<file path="config.mk">
export PLATFORM = sky130hd
export DESIGN_NAME = eep_i2c_slave
export DESIGN_NICKNAME = d
export VERILOG_FILES = /design/src/rtl/eep_i2c_slave.sv
export SDC_FILE = /design/constraint.sdc
export NUM_CORES = 1
export LEC_CHECK = 0
export CAP_MARGIN = 20
export CORE_MARGIN = 2
export CORE_UTILIZATION = 45
export CTS_CLUSTER_DIAMETER = 40
export DETAILED_ROUTE_END_ITERATION = 8
export GPL_ROUTABILITY_DRIVEN = 0
export PLACE_DENSITY = 0.69
export RECOVER_POWER = 50
export SETUP_SLACK_MARGIN = 0.4
export SLEW_MARGIN = 30
export SYNTH_ARGS = -nofsm -noshare
export SYNTH_HDL_FRONTEND = slang
export SYNTH_SLANG_ARGS = --single-unit
export TNS_END_PERCENT = 30
</file>
<file path="constraint.sdc">
create_clock -name clk -period 2.43 [get_ports clk]
set_input_delay 0.486 -clock clk [delete_from_list [all_inputs] [get_ports clk]]
set_output_delay 0.486 -clock clk [all_outputs]
set_load 0.02 [all_outputs]
</file>
<file path="src/rtl/eep_i2c_slave.sv">
// eep_i2c_slave: I2C serial-EEPROM emulator (X24C01 / 24C01 / 24C02) driving a byte-wide save-RAM port.
module eep_i2c_slave #(
  parameter int RD_LAT   = 2,
  parameter int PAGE_X01 = 4,
  parameter int PAGE_C0X = 8
) (
  input  logic       clk,
  input  logic       rst,
  input  logic [3:0] bram_type,
  input  logic       scl,
  input  logic       sda_in,
  output logic       sda_out,
  input  logic [7:0] ram_do,
  output logic [7:0] ram_di,
  output logic [7:0] ram_addr,
  output logic       ram_oe,
  output logic       ram_we,
  output logic       led
);
  localparam int LW = (RD_LAT > 1) ? $clog2(RD_LAT) : 1;
  typedef enum logic [2:0] {IDLE, CTRL, WADDR, WRITE, READ_FETCH, READ, ACK_OUT, ACK_IN} state_t;
  state_t state_q, state_d, next_q, next_d;
  logic [2:0] scl_q, scl_d, sda_q, sda_d;
  logic [3:0] cnt_q, cnt_d;
  logic [7:0] shift_q, shift_d, addr_q, addr_d, di_q, di_d;
  logic [LW-1:0] lat_q, lat_d;
  logic we_q, we_d, oe_q, oe_d, sda_o_q, sda_o_d, ack_ph_q, ack_ph_d;
  logic is_x01, is_on, start, stop, rise, fall, sda_cur;
  logic [7:0] byte_in, page_mask, addr_pg, addr_rd;
  // [0],[1] form the synchronizer, [2] is the history sample used for edge detection
  assign scl_d     = {scl_q[1:0], scl};
  assign sda_d     = {sda_q[1:0], sda_in};
  assign sda_cur   = sda_q[1];
  assign start     = scl_q[1] & scl_q[2] & sda_q[2] & ~sda_q[1];
  assign stop      = scl_q[1] & scl_q[2] & ~sda_q[2] & sda_q[1];
  assign rise      = scl_q[1] & ~scl_q[2];
  assign fall      = ~scl_q[1] & scl_q[2];
  assign is_x01    = bram_type == 4'd3;
  assign is_on     = bram_type == 4'd3 || bram_type == 4'd4 || bram_type == 4'd5;
  assign byte_in   = {shift_q[6:0], sda_cur};
  assign page_mask = is_x01 ? 8'(PAGE_X01 - 1) : 8'(PAGE_C0X - 1);
  assign addr_pg   = (addr_q & ~page_mask) | ((addr_q + 8'd1) & page_mask);
  assign addr_rd   = (bram_type == 4'd5) ? addr_q + 8'd1 : {1'b0, addr_q[6:0] + 7'd1};
  assign sda_out   = sda_o_q;
  assign ram_di    = di_q;
  assign ram_addr  = addr_q;
  assign ram_oe    = oe_q;
  assign ram_we    = we_q;
  assign led       = state_q != IDLE;
  always_comb begin
    state_d  = state_q;
    next_d   = next_q;
    cnt_d    = cnt_q;
    shift_d  = shift_q;
    addr_d   = we_q ? addr_pg : addr_q;
    di_d     = di_q;
    we_d     = 1'b0;
    oe_d     = oe_q;
    sda_o_d  = sda_o_q;
    ack_ph_d = ack_ph_q;
    lat_d    = lat_q;
    if (!is_on) begin
      state_d = IDLE;
      sda_o_d = 1'b1;
      oe_d    = 1'b0;
    end else if (start) begin
      state_d = CTRL;
      cnt_d   = 4'd0;
      sda_o_d = 1'b1;
      oe_d    = 1'b0;
    end else if (stop) begin
      state_d = IDLE;
      sda_o_d = 1'b1;
      oe_d    = 1'b0;
    end else begin
      case (state_q)
        CTRL, WADDR, WRITE: if (rise) begin
          shift_d = byte_in;
          cnt_d   = cnt_q + 4'd1;
          if (cnt_q == 4'd7) begin
            cnt_d    = 4'd0;
            ack_ph_d = 1'b0;
            state_d  = ACK_OUT;
            if (state_q == CTRL) begin
              if (is_x01)
                addr_d = {1'b0, byte_in[7:1]};
              if (!is_x01 && byte_in[7:4] != 4'hA)
                state_d = IDLE;
              else if (byte_in[0]) begin
                state_d = READ_FETCH;
                oe_d    = 1'b1;
                lat_d   = '0;
                next_d  = ACK_OUT;
              end else
                next_d = is_x01 ? WRITE : WADDR;
            end else if (state_q == WADDR) begin
              addr_d = (bram_type == 4'd4) ? {1'b0, byte_in[6:0]} : byte_in;
              next_d = WRITE;
            end else begin
              di_d   = byte_in;
              we_d   = 1'b1;
              next_d = WRITE;
            end
          end
        end
        READ_FETCH: if (lat_q == LW'(RD_LAT - 1)) begin
          shift_d  = ram_do;
          oe_d     = 1'b0;
          cnt_d    = 4'd0;
          ack_ph_d = 1'b0;
          state_d  = (next_q == ACK_OUT) ? ACK_OUT : READ;
          next_d   = READ;
        end else
          lat_d = lat_q + 1'b1;
        // the fall that ends our ACK also launches the MSB when a read follows
        ACK_OUT: if (fall) begin
          if (!ack_ph_q) begin
            sda_o_d  = 1'b0;
            ack_ph_d = 1'b1;
          end else begin
            state_d = next_q;
            sda_o_d = (next_q == READ) ? shift_q[7] : 1'b1;
            shift_d = (next_q == READ) ? {shift_q[6:0], 1'b0} : shift_q;
            cnt_d   = (next_q == READ) ? 4'd1 : 4'd0;
          end
        end
        READ: if (fall) begin
          if (cnt_q == 4'd8) begin
            sda_o_d = 1'b1;
            state_d = ACK_IN;
          end else begin
            sda_o_d = shift_q[7];
            shift_d = {shift_q[6:0], 1'b0};
            cnt_d   = cnt_q + 4'd1;
          end
        end
        ACK_IN: if (rise) begin
          if (!sda_cur) begin
            addr_d  = addr_rd;
            state_d = READ_FETCH;
            oe_d    = 1'b1;
            lat_d   = '0;
            next_d  = READ;
          end else
            state_d = IDLE;
        end
        default: ;
      endcase
    end
  end
  always_ff @(posedge clk or posedge rst) begin
    if (rst) begin
      state_q  <= IDLE;
      next_q   <= IDLE;
      scl_q    <= 3'b111;
      sda_q    <= 3'b111;
      cnt_q    <= 4'd0;
      shift_q  <= 8'd0;
      addr_q   <= 8'd0;
      di_q     <= 8'd0;
      lat_q    <= '0;
      we_q     <= 1'b0;
      oe_q     <= 1'b0;
      sda_o_q  <= 1'b1;
      ack_ph_q <= 1'b0;
    end else begin
      state_q  <= state_d;
      next_q   <= next_d;
      scl_q    <= scl_d;
      sda_q    <= sda_d;
      cnt_q    <= cnt_d;
      shift_q  <= shift_d;
      addr_q   <= addr_d;
      di_q     <= di_d;
      lat_q    <= lat_d;
      we_q     <= we_d;
      oe_q     <= oe_d;
      sda_o_q  <= sda_o_d;
      ack_ph_q <= ack_ph_d;
    end
  end
endmodule

</file>
== Word-level counts from Yosys, hierarchy flattened ==
Index checks and enable logic that the tools add are counted.
Word-level totals
  input port bits: 16
  bits in registers: 45
  output and inout bits: 20
  logic and storage cells: 209
Cells by class
  add/sub/neg operators: 4
  bitwise logic cells: 19
  muxes and demuxes: 103
  reductions and logical operators: 19
  equality and inequality tests: 51
Operator list (count)
  two-way mux 8 bit: 20
  two-way mux 3 bit: 23
  != test 5 bit (second input constant): 12
  two-way mux 1 bit: 40
  two-way mux 4 bit: 9
  one-hot mux 8 bit (4 select lines): 1
  != test 2 bit (second input constant): 14
  AND reduction 9 bit: 3
  AND reduction 11 bit: 2
  != test 3 bit (second input constant): 7
  equality test 3 bit (second input constant): 6
  one-hot mux 4 bit (4 select lines): 1
  one-hot mux 8 bit (2 select lines): 1
  AND reduction 8 bit: 2
  one-hot mux 3 bit (5 select lines): 1
  equality test 4 x 3 -> 1 bit (second input constant): 3
  AND reduction 10 bit: 1
  one-hot mux 1 bit (3 select lines): 3
  one-hot mux 3 bit (3 select lines): 1
  nonzero test 3 bit: 3
  adder 8 x 1 -> 8 bit (second input constant): 1
  AND 8 x 3 -> 8 bit: 1
  AND 8 bit: 1
  != test 8 x 1 -> 1 bit (second input constant): 1
  other kinds (23): 39

== Logic depth before layout (Yosys ltp) ==
Gate-level depths: netlist of the first run.
  word-level depth: 14
  gate-level depth with buffers: 8
  mapped depth without buffers: 7

== Least setup slack after synthesis of the first run ==
No wires, ideal clock.
  path type: register to register
  start: reg scl_q[1]
  end: reg di_q[0] (netlist: ram_di[0])
  path slack: 0.296 ns
  period minus slack after synthesis: 2.134 ns
  path buffers: 2
  stages on the path, launching flop included: 7
  library setup time: 0.125 ns
  arrival: 2.010 ns
  required time: 2.305 ns
  cells stage by stage: dfstp_2 -> buf_4 -> or3b_1 -> or2_0 -> buf_6 -> nor3_4 -> mux2_2
On the way
  cells in the longest elaborated chain, start to end: 5
  elaborated cells on any way between the ends: 9
  classes of those cells: bitwise: 8; reduce/logical: 1
Ends and longest elaborated chain
  start: declaration: RTL line 23  | logic [2:0] scl_q, scl_d, sda_q, sda_d;
  start signal: assignment: RTL line 169  | scl_q <= scl_d;
  AND 1 bit: RTL line 34, 35
  AND 1 bit, on equally long branches (2 in series): RTL line 35, 34
  inverter 1 bit (no line)
  AND reduction 8 bit (no line) *
  end signal: assignment: RTL line 174  | di_q <= di_d;
  end: declaration: RTL line 25  | logic [7:0] shift_q, shift_d, addr_q, addr_d, di_q, di_d;
Mark *: on every way between the ends. The rest lies on a longest branch, timed or not.
A chain may end at the register's enable or synchronous reset.

== Worst setup path in the final report of the first run ==
  start: reg scl_q[1]
  end: reg addr_q[0] (netlist: ram_addr[0])
On the way
  cells in the longest elaborated chain, start to end: 6
  elaborated cells on any way between the ends: 12
  classes of those cells: mux: 6; bitwise: 6
Ends and longest elaborated chain
  AND 1 bit, on equally long branches: RTL line 36, 34, 35
  two-way mux 8 bit (tied with other cells): RTL line 137  | ACK_IN: if (rise) begin
  one-hot mux 8 bit (2 select lines) or AND 1 bit (tied branches): RTL line 76, 35
  two-way mux 8 bit: RTL line 71  | end else if (stop) begin
  two-way mux 8 bit *: RTL line 66  | end else if (start) begin
  two-way mux 8 bit *: RTL line 62  | if (!is_on) begin
  net addr_d[0]: RTL line 25
  end signal: assignment: RTL line 173  | addr_q <= addr_d;
  end: declaration: RTL line 25
The timed path passes the listed nets; every way through them passes the cells marked *.

==> flow_metrics.tcl, run 1 <==
set metrics [dict create \
    dieWidth_um 85.3 \
    max-slew-margin-rel_pct 25.2 \
    min_period_ps 2040 \
    clk_latency_ps 310 \
    powerDensity_mw_per_mm2 553 \
    crit_chain "buf_6 > nand4b_1 > o211a_1 > buf_6 > buf_4 > a211oi_1 > a21oi_1 > a32o_1" \
    antenna_cells 0 \
    power_frac_comb_pct 27.0 \
    die_h_um 85.3 \
    endpoint_kind "flop" \
    syn-cell-area_mm2 0.00297 \
    drc 0 \
    drtIter0Drc 324 \
    fmax_mhz 490 \
    core_mm2 0.00639 \
    swShare_pct 32.3 \
    detail-route-antenna-nets 0 \
    tightest_slew_ps 1120 \
    cp_common_cell "buf_6" \
    synthArstFlopShare_pct 100 \
    total_power_w 0.00219 \
    critPathMaxFanout 6 \
    fill_cells 545 \
    post-place-ws_ps -116 \
    drt-total-wl_um 8520 \
    initial_core_util_pct 46.6 \
    dr.pass1.iters 5 \
    yosysSeqAreaShare_pct 38.2 \
    synth-xor-area-share_pct 1.47 \
    clockBufferDepth 2 \
    wl_per_cell_um 18.3 \
    cts_tree "built" \
    slew_violations 0 \
    synth_compound_area_share_pct 21.5 \
    p_int_w 0.00149 \
    cp_data_required_time_ps 2640 \
    power.share.sequential_pct 45.8 \
    pin_count 36 \
    place_hpwl_um 5740 \
    grt_max_degree 46 \
    synth_cells 311 \
    crit_slowest_cell "dfstp_1" \
    yosys_register_bits 45 \
    drv_cap 0 \
    fin_nets 406 \
    fin_ws_ps 391 \
    pwr-share-clk_pct 27.2 \
    synth.distinct_cells 70 \
    port_buffers 35 \
    vias_per_cell 6.24 \
    synth.area.mux_share_pct 11.5 \
    hp-class "reg -> reg" \
    die_area_mm2 0.00728 \
    p_leak_nw 1.70 \
    globalRouteOverflowTotal 0 \
    htreeDepth 2 \
    syn-num-nets 330 \
    ctsRootBufferMaster "clkbuf_8" \
    postSynthAreaPerCell_um2 9.56 \
    synthToLayoutAreaGrowth_pct 33.2 \
    synth_top_family_by_area "compound AO/OA/AOI/OAI gates" \
    max_stage_delay_ps 590 \
    outcome "finished, final reports clean" \
    finalCritPeriodShare_pct 83.9 \
    crit_arrival_ps 2240 \
    cts_buffers 5 \
    synth_edf_count 0 \
    antenna_found_initial 0 \
    postCtsHoldBufs 0 \
    setup_viol 0 \
    vdd_drop_max_mv 0.343 \
    synth_fa_ha_area_share_pct 1.26 \
    fin_tns_setup_ps 0 \
    ys.flop_type "dfrtp_1" \
    drive_above_1_share_pct 30.2 \
    startpoint_type "flop" \
    clock-sinks 45 \
    vias 2903 \
    yosys_warnings 0 \
    fin_worst_skew_ps 7.01 \
    rsz0062_at_grt "true" \
    first_global_vias 2709 \
    core.rowCount 29 \
    path_class "reg -> reg" \
    hold_viol_final 0 \
    synthSimpleGateAreaFrac_pct 21.2 \
    grt_pass1_wl_um 13700 \
    grt.total_usage_pct 23.8 \
    switchingPower_w 0.000708 \
    cts.reportedPaths.clkPinSlew_ps 90 \
]
worst max-delay path, delay by kind of cell, from the launching register on:
| family | cells | cell delay, ps |
|---|---|---|
| AO/OA/AOI/OAI | 4 | 720 |
| flip-flops | 1 | 590 |
| buffers and inverters | 3 | 410 |
| AND/OR/NAND/NOR | 1 | 210 |
cell usage after synthesis, types with 6 or more instances:
cell	number	area share, %
a21oi_1	18	3.0
inv_1	10	1.3
and3_1	7	1.5
mux2_2	25	9.5
o21ai_0	16	2.7
nor2_1	23	2.9
dfrtp_1	38	32
clkbuf_1	7	0.88
nand3_1	11	1.9
nand2_1	23	2.9
o22ai_1	6	1.3
dfstp_2	7	6.2
stage by stage:
stage	cell area [um2]	instances	hold WS [ps]	utilization, %
CTS	3840	460	363	60.1
global placement	3580	438	346	56.1
finish	3960	465	356	62.0
floorplan	2980	311	345	-
global route	3960	465	365	62.0
detailed placement	3580	438	350	56.1
final timing paths:
check	from	end	slack, ps	cells after the start
max	scl_q[1]	ram_addr[0]	390	8
min	sda_q[0]	sda_q[1]	360	0
max reg2reg	scl_q[1]	ram_addr[0]	390	8
min reg2reg	sda_q[0]	sda_q[1]	360	0
max in group asynchronous	rst	state_q[2]	700	3
min in group asynchronous	rst	next_q[0]	980	3
final cells by class:
type / instances / area (um2) / share of cell area, %
clock inverters: 3 / 46.3 / 1.17
well taps: 77 / 96.3 / 2.43
flip-flops and latches: 45 / 1140 / 28.8
inverters: 10 / 41.3 / 1.04
repair buffers: 88 / 768 / 19.4
multi-input cells: 237 / 1800 / 45.5
clock buffers: 5 / 68.8 / 1.74
power by group through the flow:
stage | clock, W | sequential, W | combinational (W)
2_1_floorplan | 0 | 0.000951 | 0.000359
4_1_cts | 0.000610 | 0.000998 | 0.000519
3_5_place_dp | 0 | 0.00102 | 0.000487
3_3_place_gp | 0 | 0.00102 | 0.000474
6_report | 0.000596 | 0.00101 | 0.000592
5_1_grt | 0.000638 | 0.00102 | 0.000647
cell families after synthesis:
| kind of cell | after synthesis |
|---|---|
| AO/OA/AOI/OAI | 91 |
| XOR/XNOR | 5 |
| multiplexers | 31 |
| AND/OR/NAND/NOR | 107 |
| adder cells (fa/ha/maj) | 3 |
| buffers and inverters | 29 |
| flip-flops | 45 |
cell usage in the layout (no fill, tap or decap), types with 3 or more instances in the layout:
cell type / n
nand2_1: 23
clkbuf_8: 5
dfrtp_1: 37
buf_6: 6
nor2b_1: 3
dlygate4sd3_1: 4
nand3_1: 11
mux2_4: 8
nand2b_1: 3
a21o_1: 5
and3_1: 5
nor2_1: 21
a221o_1: 3
a2bb2oi_1: 3
a31oi_1: 4
xnor2_1: 5
a32o_1: 3
nand3b_1: 3
and3b_1: 5
o22ai_1: 6
a21oi_1: 16
clkdlybuf4s50_1: 26
nand4b_1: 3
dfstp_2: 5
o21ai_1: 4
buf_4: 43
inv_1: 8
a211oi_1: 3
mux2_2: 17
dlygate4sd2_1: 4
ha_1: 3
o21ai_0: 13
mux2i_1: 5
o31a_1: 3
layer usage:
metal / track usage, % / routed length, um / share of wire [%]
met3: 3.79 / 664 / 7.8
met1: 35.0 / 3770 / 44
met2: 36.6 / 3900 / 46
met5: 0 / 0 / 0
met4: 6.06 / 180 / 2.1
state kept, by name (all words and copies together) (netlist names), 3 cells and up:
name,cells
shift_q,8
ram_di,8
next_q,3
ram_addr,8
scl_q,3
state_q,3
cnt_q,4
sda_q,3
repair_timing:
item                                    in CTS  in global routing
cloned                                       1                  0
hold endpoints to repair                     0                  0
setup buffers                               13                  5
endpoints found under the setup margin      31                 33
resized for setup                           18                 31
pin swaps                                    5                  6
Note: power is estimated with default switching activity, not from simulation.
==> run 2: changes to the inputs <==
==> constraint.sdc (replaced) <==
create_clock -name clk -period 1.9 [get_ports clk]
set_input_delay 0.38 -clock clk [delete_from_list [all_inputs] [get_ports clk]]
set_output_delay 0.38 -clock clk [all_outputs]
set_load 0.02 [all_outputs]
==> run 2 against run 1 <==
Effect of this change:
- the run now ends with setup timing left
- critical path type unchanged
- cell count increased by 7.3%
- largest cell class unchanged
- global-route usage grew 1.9 points
- largest power group unchanged
- via count rose by 3.3%
- fmax rose by 1.2%
- power is 33% higher
==> flow_metrics.tcl, run 2 (synthesized netlist as in run 1, its figures left out) <==
set metrics [dict create \
    outcome "complete, but fails checks" \
    violations "setup timing" \
    cts_buffers 5 \
    max-slew-margin-rel_pct 48.7 \
    htreeDepth 2 \
    vdd_drop_max_mv 0.459 \
    pin_count 36 \
    drc 0 \
    r2r_slack_ps -120 \
    cts_tree "built" \
    hp-class "reg -> reg" \
    cts.reportedPaths.clkPinSlew_ps 100 \
    tightest_slew_ps 768 \
    rsz0062_at_grt "true" \
    die_h_um 85.3 \
    path_class "reg -> reg" \
    r2r-start "scl_q[1]" \
    setup_viol 23 \
    grt.total_usage_pct 25.7 \
    fin_worst_skew_ps 13.6 \
    clk_latency_ps 310 \
    detail-route-antenna-nets 0 \
    final_common_cell "buf_4" \
    dpl_cell_area_mm2 0.00393 \
    cp_data_required_time_ps 2110 \
    core_mm2 0.00639 \
    final_cell_mix "buf_4, dfrtp_1, nand2_1" \
    hold_depth 0 \
    globalRouteOverflowTotal 0 \
    seq_area_mm2 0.00114 \
    clock-sinks 45 \
    port_buffers 35 \
    postCtsHoldBufs 0 \
    multiInputGateArea_mm2 0.00192 \
    fin_nets 440 \
    placed_cells 479 \
    min_period_ps 2020 \
    slew_violations 0 \
    fin_tns_setup_ps -1670 \
    synthToLayoutAreaGrowth_pct 44.7 \
    fill_cells 493 \
    die_area_mm2 0.00728 \
    powerDensity_mw_per_mm2 678 \
    drive_above_1_share_pct 41.7 \
    fin_ws_ps -116 \
    antenna_cells 0 \
    first_global_vias 2903 \
    grt_max_degree 28 \
    vias_per_cell 6.01 \
    whs_endpoint "scl_q[1]" \
    stdcell_area_mm2 0.00430 \
    max_stage_delay_ps 560 \
    drtIter0Drc 232 \
    antenna_found_initial 0 \
    wl_per_cell_um 18.3 \
    clockBufferDepth 2 \
    crit_arrival_ps 2220 \
    drv_cap 0 \
    hold_viol_final 0 \
    r2r_end "ram_di[1]" \
    crit_slowest_cell "dfstp_2" \
    fmax_mhz 496 \
    finalCritPeriodShare_pct 106 \
    dr.pass1.iters 5 \
    vias 2998 \
    final_util_pct 67.4 \
    ctsRootBufferMaster "clkbuf_8" \
    fin_cells 499 \
    core.rowCount 29 \
    r2r_cells 5 \
    min_from "scl_q[0]" \
    dieWidth_um 85.3 \
    crit_chain "or3b_4 > or2_4 > nor3_4 > buf_4 > mux2_2" \
    endpoint_kind "flop" \
    critPathMaxFanout 5 \
    total_power_w 0.00292 \
    startpoint_type "flop" \
    initial_core_util_pct 46.6 \
    worstPathBufferInverterCount 1 \
    p_leak_nw 1.98 \
    place_hpwl_um 6650 \
    cp_top_family "simple AND/OR/NAND/NOR gates" \
    grt_pass1_wl_um 14600 \
    drt-total-wl_um 9140 \
]
[run 2: repair_timing]
item | 4_1_cts | 5_1_grt
setup buffers | 7 | 5
pin swaps | 15 | 17
hold endpoints to repair | 0 | 0
resized for setup | 66 | 34
setup endpoints to repair | 59 | 46
[run 2: power by group]
part / leakage, nW / switching [W] / total (W) / internal, W
registers: 0.548 / 0.000145 / 0.00124 / 0.00109
logic: 1.38 / 0.000458 / 0.00102 / 0.000565
clock network: 0.0495 / 0.000384 / 0.000658 / 0.000274
[run 2: worst max-delay path by stage]
stage / from / end / cells past startpoint
5_1_grt: scl_q[2] / ram_addr[5] / 7
3_5_place_dp: bram_type[3] / shift_q[6] / 7
2_1_floorplan: scl_q[1] / ram_di[0] / 6
3_3_place_gp: bram_type[3] / ram_di[1] / 7
6_report: scl_q[1] / ram_di[1] / 5
4_1_cts: scl_q[1] / ram_di[4] / 5
[run 2: area by class of cell]
type                       count  area share (%)
timing repair buffer         122            23.7
inverter                      10           0.872
clock buffer                   5            1.60
multi-input combinational    237            44.5
tap                           77            2.24
sequential                    45            26.5
clock inverter                 3           0.611
[run 2: metal layers]
metal / up-vias / track usage [%] / part of all wire (%)
met1: 1461 / 36.2 / 45
met4: 0 / 8.23 / 2.3
met5: - / 0 / 0
met2: 135 / 40.6 / 47
met3: 21 / 3.99 / 6.2
li1: 1381 / - / -
[run 2: per-stage QoR]
step / worst slack [ps] / hold slack [ps]
global route: -165 / 370
floorplan: -225 / 345
global placement: -412 / 346
detailed placement: -453 / 350
finish: -116 / 366
CTS: -71.3 / 362
==> run 3: changes to the inputs <==
--- a/config.mk
+++ b/config.mk
@@ -7,11 +7,11 @@
 export LEC_CHECK = 0
 export CAP_MARGIN = 20
 export CORE_MARGIN = 2
-export CORE_UTILIZATION = 45
+export CORE_UTILIZATION = 35
 export CTS_CLUSTER_DIAMETER = 40
 export DETAILED_ROUTE_END_ITERATION = 8
 export GPL_ROUTABILITY_DRIVEN = 0
-export PLACE_DENSITY = 0.69
+export PLACE_DENSITY = 0.56
 export RECOVER_POWER = 50
 export SETUP_SLACK_MARGIN = 0.4
 export SLEW_MARGIN = 30
==> run 3 against run 2 <==
Effect of this change:
- the run still ends with setup timing left
- flip-flop and latch count unchanged
- combinational power grew 7%
- cell area increased by 6.5%
- first-iteration DRC count fell by 18%
- critical path depth up 2
- worst setup slack got worse by 9.9 ps
- count of clock-buffer cells in the layout stayed put
- non-clock buffer count up 15
- register-to-register slack is essentially flat
- clock power grew 5.2%
- utilization is 12 points lower
==> flow_metrics.tcl, run 3 (synthesized netlist as in run 1, its figures left out) <==
set metrics [dict create \
    drt-total-wl_um 9840 \
    drv_cap 0 \
    first_global_vias 2940 \
    vdd_drop_max_mv 0.338 \
    initial_core_util_pct 36.2 \
    die_h_um 96.2 \
    dr.pass1.iters 5 \
    dieWidth_um 96.2 \
    fin_worst_skew_ps 6.12 \
    p_int_w 0.00197 \
    vias_per_cell 5.57 \
    pin_count 36 \
    max-slew-margin-rel_pct 22.5 \
    cp_data_required_time_ps 2110 \
    grt_max_degree 46 \
    power.share.sequential_pct 40.9 \
    violations "setup timing" \
    p_leak_nw 2.25 \
    wl_per_cell_um 18.2 \
    drc 0 \
    fmax_mhz 494 \
    r2r_slack_ps -130 \
    hold_depth 0 \
    clockBufferDepth 2 \
    globalRouteOverflowTotal 0 \
    htreeDepth 2 \
    ctsRootBufferMaster "clkbuf_8" \
    crit_arrival_ps 2230 \
    clk_latency_ps 320 \
    r2r_cells 7 \
    core.rowCount 33 \
    switchingPower_w 0.00104 \
    setup_viol 32 \
    drive_above_1_share_pct 44.6 \
    detail-route-antenna-nets 0 \
    pwr-share-clk_pct 23.0 \
    grt_pass1_wl_um 15400 \
    power_frac_comb_pct 36.1 \
    slew_violations 0 \
    dpl_cell_area_mm2 0.00401 \
    die_area_mm2 0.00925 \
    post-place-ws_ps -428 \
    swShare_pct 34.6 \
    grt.total_usage_pct 21.9 \
    critPathMaxFanout 9 \
    tightest_slew_ps 1160 \
    cts_tree "built" \
    fin_tns_setup_ps -2330 \
    hold_viol_final 0 \
    startpoint_type "flop" \
    cts.reportedPaths.clkPinSlew_ps 110 \
    antenna_cells 0 \
    min_period_ps 2030 \
    fin_nets 455 \
    core_mm2 0.00822 \
    vias 3020 \
    place_hpwl_um 6660 \
    antenna_found_initial 0 \
    rsz0062_at_grt "true" \
    drtIter0Drc 190 \
    final_common_cell "buf_4" \
    port_buffers 35 \
    path_class "reg -> reg" \
    cts_buffers 5 \
    synthToLayoutAreaGrowth_pct 54.1 \
    hp-class "reg -> reg" \
    final_cell_mix "buf_4, dfrtp_1, nand2_1" \
    stdcell_area_mm2 0.00458 \
    finalCritPeriodShare_pct 107 \
    fin_ws_ps -126 \
    endpoint_kind "flop" \
    clock-sinks 45 \
    powerDensity_mw_per_mm2 657 \
    outcome "complete, but fails checks" \
]
==> run 3: layer usage <==
layer | routed length (um) | vias to the layer above | global-route usage, %
met3 | 570 | 22 | 3.45
li1 | - | 1418 | -
met5 | 0 | - | 0
met2 | 4620 | 111 | 34.5
met4 | 191 | 0 | 7.02
met1 | 4470 | 1469 | 30.6
==> run 3: power groups by stage <==
stage                     clock network [W]  logic (W)  registers, W
after floorplan                           0   0.000483       0.00122
after global placement                    0   0.000894       0.00124
after detailed placement                  0   0.000897       0.00125
after CTS                          0.000706    0.00103       0.00122
after global routing               0.000753    0.00117       0.00126
final                              0.000692    0.00109       0.00123
==> run 3: path summary, 6_finish.rpt <==
kind | from | endpoint
worst min register to register | sda_q[0] | sda_q[1]
worst max register to register | cnt_q[0] | ram_di[5]
worst min-delay path | sda_q[0] | sda_q[1]
max in group asynchronous | rst | state_q[1]
min in group asynchronous | rst | cnt_q[2]
worst max-delay path | cnt_q[0] | ram_di[5]
==> run 3: cell type report <==
class	count	area [um2]
fillers	735	3630
multi-input cells	237	1970
repair buffers	137	1210
flip-flops and latches	45	1140
well taps	105	131
clock buffers	5	68.8
inverters	10	37.5
clock inverters	3	28.8
==> run 3: repair_timing <==
| action | in CTS | in global routing |
|---|---|---|
| pin swaps | 13 | 9 |
| resized for setup | 62 | 43 |
| hold buffers | 0 | 0 |
| setup buffers | 16 | 6 |
| setup endpoints to repair | 59 | 58 |
==> run 3: per-stage QoR <==
stage / hold slack [ps] / total power [W] / instances / util, %
finish: 360 / 0.00301 / 542 / 55.8
floorplan: 345 / 0.00170 / 311 / -
global route: 365 / 0.00317 / 542 / 55.8
global placement: 346 / 0.00214 / 512 / 48.8
CTS: 363 / 0.00296 / 536 / 53.8
detailed placement: 348 / 0.00214 / 512 / 48.8
==> run 3: critical path, stage by stage, from the launching register on <==
cell and delay (ps):
dfrtp_1 390, ha_2 200, nand3b_1 210, buf_6 200, or2_4 260, nor3_4 170
buf_12 170, mux2_4 300
